==> src/rtl/pixel_write_sink.sv <==
// Four-entry pixel write FIFO between pixel producers and a 640x480 1-bit framebuffer.
// Optional range check of incoming pixels is enabled by defining PIXEL_BOUNDS_CHECK_EN.
module pixel_write_sink (
   input  logic        clock,
   input  logic        reset,
   input  logic        in_valid,
   output logic        in_ready,
   input  logic [10:0] in_x,
   input  logic [10:0] in_y,
   input  logic        in_color,
   output logic        mem_we,
   output logic [18:0] mem_addr,
   output logic        mem_data,
   input  logic        mem_ack,
   output logic [2:0]  count,
   output logic        empty,
   output logic [15:0] dropped
);

   localparam int unsigned WIDTH  = 640;
   localparam int unsigned HEIGHT = 480;
   localparam int unsigned DEPTH  = 4;

   typedef struct packed {
      logic [18:0] addr;
      logic        color;
   } entry_t;

   entry_t      fifo_q [DEPTH];
   logic [1:0]  wr_ptr_q;
   logic [1:0]  rd_ptr_q;
   logic [2:0]  count_q;
   logic [18:0] in_addr;
   logic [18:0] y_wide;
   logic        accept;
   logic        push;
   logic        pop;

   assign count    = count_q;
   assign empty    = (count_q == 3'd0);
   assign in_ready = (count_q < 3'(DEPTH));
   assign mem_we   = !empty;

   // Outputs read as zero while idle so nothing stale shows after reset.
   assign mem_addr = mem_we ? fifo_q[rd_ptr_q].addr  : '0;
   assign mem_data = mem_we ? fifo_q[rd_ptr_q].color : 1'b0;

   // y*640 as (y<<9)+(y<<7); the sum wraps to 19 bits.
   assign y_wide  = 19'(in_y);
   assign in_addr = (y_wide << 9) + (y_wide << 7) + 19'(in_x);

   assign accept = in_valid && in_ready;
   assign pop    = mem_we && mem_ack;

`ifdef PIXEL_BOUNDS_CHECK_EN
   logic        in_range;
   logic [15:0] dropped_q;

   assign in_range = (32'(in_x) < WIDTH) && (32'(in_y) < HEIGHT);
   assign push     = accept && in_range;
   assign dropped  = dropped_q;

   always_ff @(posedge clock) begin
      if (reset) begin
         dropped_q <= '0;
      end else if (accept && !in_range && (dropped_q != 16'hFFFF)) begin
         dropped_q <= dropped_q + 16'd1;
      end
   end
`else
   assign push    = accept;
   assign dropped = '0;
`endif

   always_ff @(posedge clock) begin
      if (reset) begin
         wr_ptr_q <= '0;
         rd_ptr_q <= '0;
         count_q  <= '0;
      end else begin
         if (push) begin
            fifo_q[wr_ptr_q] <= '{addr: in_addr, color: in_color};
            wr_ptr_q         <= wr_ptr_q + 2'd1;
         end
         if (pop) begin
            rd_ptr_q <= rd_ptr_q + 2'd1;
         end
         count_q <= count_q + 3'(push) - 3'(pop);
      end
   end

endmodule

==> config.mk <==
export PLATFORM = sky130hd
export DESIGN_NAME = pixel_write_sink
export DESIGN_NICKNAME = d
export VERILOG_FILES = /design/src/rtl/pixel_write_sink.sv
export SDC_FILE = /design/constraint.sdc
export NUM_CORES = 1
export LEC_CHECK = 0
export BUFFER_PORTS_ARGS = -buffer_cell sky130_fd_sc_hd__clkbuf_2
export CAP_MARGIN = 20
export CORE_UTILIZATION = 50
export CTS_CLUSTER_SIZE = 30
export DETAILED_ROUTE_END_ITERATION = 8
export PLACE_DENSITY_LB_ADDON = 0.12
export SYNTH_ARGS = -nofsm -noshare
export SYNTH_HDL_FRONTEND = slang
export SYNTH_SLANG_ARGS = --single-unit
==> constraint.sdc <==
create_clock -name clock -period 2.8 [get_ports clock]
set_input_delay 0.56 -clock clock [delete_from_list [all_inputs] [get_ports clock]]
set_output_delay 0.56 -clock clock [all_outputs]
set_load 0.01 [all_outputs]
==> summary.md <==
Wires add up to 6.613 mm. Setup violations remaining at the end of the flow were counted as 0. The gate count after technology mapping came out at 265. In the synthesized netlist, the cells that appear most often are sky130_fd_sc_hd__edfxtp_1 (80), sky130_fd_sc_hd__and2_1 (25), sky130_fd_sc_hd__ha_1 (25), sky130_fd_sc_hd__mux4_2 (20), sky130_fd_sc_hd__buf_4 (16). During synthesis, Yosys emitted a total of 0 warnings.

Hold violation count in the final report: 0. The repair_antennas step left the layout with diodes totalling 0. The class of the worst hold path is input port to flip-flop. Dividing the synthesized area by the synthesized cell count gives 15.80 sq um.

The tools report the cts-stage hold buffer count as 0. For the worst-skew pair, the clock arrives at the later sink with an insertion delay of 0.34 ns. The worst setup path is captured at a flip-flop.

The count of cell types in the netlist is 31, and the number of setup buffers added after CTS is 0. The first detailed-routing pass took 4 iterations. Compared with the post-synthesis result, the final layout area differs by 15.36%.

Buffers placed on the I/O ports in this run total 52. The endpoint required time on the critical path came out at 2.94 ns. The final setup TNS was 0 ns; the clock transition at the registers of the reported paths was 0.09 ns. Measured in cells, the most critical reg-to-reg path has a length of 9. Cells fill 59.09% of the core in the end. Summing all placed instances gives a cell area of 4597 sq um. The worst hold path stage count was 1; the area of the multi-input gates was 1460 sq um.

69 I/O pins were placed. The first global-routing pass estimated 10.56 mm of wire. The tools report the maximum number of buffers from clock root to sink as 2.

Counting both buffers and inverters, the worst setup path holds a total of 3. The H-tree was split into 3 levels. Clock tree synthesis found a total of 89 sinks. Fill cells in the final layout number 649. TritonCTS built the clock tree. Average wire length per cell after detail routing: 14.93 um. The logs give 2,261 for the overall via count from detail_route and 4831 sq um for the post-layout instance area. Summed over all layers, the global routing overflow is 0. Walking the worst path, the cells encountered are clkbuf_2 > inv_1 > fa_1 > inv_1 > fa_1 > a21oi_1 > nor2_1 > nor3_1 > a21oi_1 > xor2_1.

The run gives 16.63% as the overall routing resource usage. The floorplan step set the die width to 93.52 um. The number of antenna violations at the first check in global routing is 0, and the area of the core is 8175 sq um. The fraction of final layout cells with drive strength greater than 1 was 30.77%; the maximum clock rate was 404.3 MHz. The cell sitting at the root of the clock tree is a sky130_fd_sc_hd__clkbuf_8. The cell area after synthesis was 4188 sq um; the area share of the largest cell type after synthesis was 57.36%. The cell family contributing the most delay on the critical path is adder cells.

The number of gates resized after CTS was 0. The number of buffers created by CTS was 9; the total power divided by cell area was 801.0 nW/um^2. In this run the worst path has a maximum fanout of 4. The logs give 4.512 mm for the final HPWL from detailed placement and 2.61 ns for the arrival time at the worst endpoint. The share of the Yosys chip area taken by registers is 61.67%.

Across all hold checks on the routed design, the worst slack comes to 0.4317 ns. After synthesis the netlist holds a flip-flop and latch count of 89. The final layout contains 389 nets.

On the critical path, the stage with the largest delay is an instance of sky130_fd_sc_hd__fa_1. The floorplan step defined a die boundary enclosing 8745 sq um. The flow ran to the end, and the final reports show no timing, DRC or antenna violations.

The type of the worst setup path was input port to flip-flop. The tools report the type of element launching the critical path as an input port. For this run, the leading register cell type out of synthesis is sky130_fd_sc_hd__edfxtp_1. Setup repair after global routing left no endpoint under its margin. For this design the static power due to leakage is 1.861 nW. The tool flagged a number of max-cap violations equal to 0. Across the whole layout, storage elements account for 2582 sq um. On the worst path, the slowest cell contributes a delay of 0.52 ns. The die is 93.52 um tall.

In this run the remaining antenna-violating nets after routing total 0. After synthesis, the share of flip-flops with an asynchronous set or reset is 0%. Yosys mapped a number of flops with a built-in enable equal to 80. Once the floorplan was initialized, standard cells occupied 51.22% of the core. Routability-driven placement finished with a final weighted congestion of 0.8048.

For the minimum setup slack among reg-to-reg paths, the log shows 0.46 ns. The worst-case IR drop observed on VDD is 0.3174 mV. sky130_fd_sc_hd__edfxtp_1 takes more of the synthesized area than any other cell. After detailed routing, the number of vias per cell comes to 5.104.

Leading cell type by number of instances after synthesis: sky130_fd_sc_hd__edfxtp_1. The floorplan has 33 rows. The logs give 3.869 mW for the total power and 0 for the max-slew violation total from the final report. Post-route minimum period: 2.473 ns.

By area the synthesized netlist is led by sky130_fd_sc_hd__edfxtp_1 (57%), sky130_fd_sc_hd__mux4_2 (11%), sky130_fd_sc_hd__ha_1 (7.5%). In this run the number of cells on the critical path is 10. Of the available clock period, the critical path in the final layout requires 88.33%. The run gives 2,132 as the via count of the first global-routing pass. After detailed routing, the number of remaining DRC violations is 0. The tools report the worst setup skew after layout as 0.009467 ns.

The number of violations reported at the end of detailed-routing iteration 0 came out at 92. Entering global routing, the biggest net connects 23 pins.
logic make-up after synthesis:
logic type	Yosys count	synth area share, %
other	1	0.08955
and+or+nand+nor	58	7.410
xor gates and xnor gates	14	2.928
muxes	20	10.76
buffers and inverters	37	4.810
DFF	89	61.67
AOI/OAI and AO/OA	17	2.958
adders and majority gates	29	9.382
placed cells by master, fill, tap and decap left out, types with 2 or more instances in the layout:
| cell type | Yosys | routed |
|---|---|---|
| sky130_fd_sc_hd__edfxtp_1 | 80 | 80 |
| sky130_fd_sc_hd__clkbuf_2 | 0 | 52 |
| sky130_fd_sc_hd__and2_1 | 25 | 25 |
| sky130_fd_sc_hd__ha_1 | 25 | 25 |
| sky130_fd_sc_hd__mux4_2 | 20 | 20 |
| sky130_fd_sc_hd__conb_1 | 1 | 16 |
| sky130_fd_sc_hd__nor2_1 | 15 | 15 |
| sky130_fd_sc_hd__inv_1 | 14 | 14 |
| sky130_fd_sc_hd__buf_4 | 16 | 12 |
| sky130_fd_sc_hd__xnor2_1 | 10 | 10 |
| sky130_fd_sc_hd__a21oi_1 | 9 | 9 |
| sky130_fd_sc_hd__dfxtp_1 | 9 | 9 |
| sky130_fd_sc_hd__clkbuf_8 | 0 | 9 |
| sky130_fd_sc_hd__nor2b_1 | 5 | 5 |
| sky130_fd_sc_hd__nand2_1 | 4 | 4 |
| sky130_fd_sc_hd__xor2_1 | 4 | 4 |
| sky130_fd_sc_hd__fa_1 | 4 | 4 |
| sky130_fd_sc_hd__nor3_1 | 3 | 3 |
| sky130_fd_sc_hd__bufinv_16 | 0 | 3 |
| sky130_fd_sc_hd__nand3_1 | 2 | 2 |
sequential cells by signal (all words and copies together), names as in the netlist, named ones only:
register / flops
wr_ptr_q: 2
fifo_q: 80
count: 3
rd_ptr_q: 2
worst reg2reg max path, stage by stage, from the launching register on:
cell and delay [ns]:
sky130_fd_sc_hd__dfxtp_1 0.36, sky130_fd_sc_hd__or3_1 0.40, sky130_fd_sc_hd__and2_1 0.21, sky130_fd_sc_hd__ha_1 0.30
sky130_fd_sc_hd__inv_1 0.04, sky130_fd_sc_hd__ha_1 0.19, sky130_fd_sc_hd__fa_1 0.38, sky130_fd_sc_hd__xnor2_1 0.17
sky130_fd_sc_hd__xnor2_1 0.14, sky130_fd_sc_hd__nor2_1 0.05
cell type report:
cell class,count,share of cell area (%)
tap,105,2.720
timing repair buffer,65,7.666
clock buffer,10,2.642
multi-input combinational,154,30.23
sequential,89,53.46
inverter,14,1.088
clock inverter,6,2.202
final timing paths:
check                      startpoint                       end
min reg2reg  rd_ptr_q[1]$_SDFFE_PP0P_  rd_ptr_q[1]$_SDFFE_PP0P_
max reg2reg       count[2]$_SDFF_PP0_       count[2]$_SDFF_PP0_
min                           in_x[6]    fifo_q[0][7]$_DFFE_PP_
max                           in_x[9]   fifo_q[1][17]$_DFFE_PP_
where the power goes:
part	internal, mW	switching (mW)
logic	0.583	0.635
clock network	0.589	0.412
registers	1.61	0.0431
per-stage QoR:
stage          worst slack [ns]  std cells
2_1_floorplan            0.1209        280
3_3_place_gp          -0.005365        427
3_5_place_dp           -0.04809        427
4_1_cts                  0.2832        443
5_1_grt                 0.07780        443
6_report                 0.3268        443
routing by layer:
metal  track usage [%]  wire, um  vias up
li1                  -         -     1083
met3             2.520       217        7
met1             22.43      3135     1118
met5                 0         0        -
met4             8.077        59        0
met2             26.53      3200       53
Power figures use the tool's default switching activity.
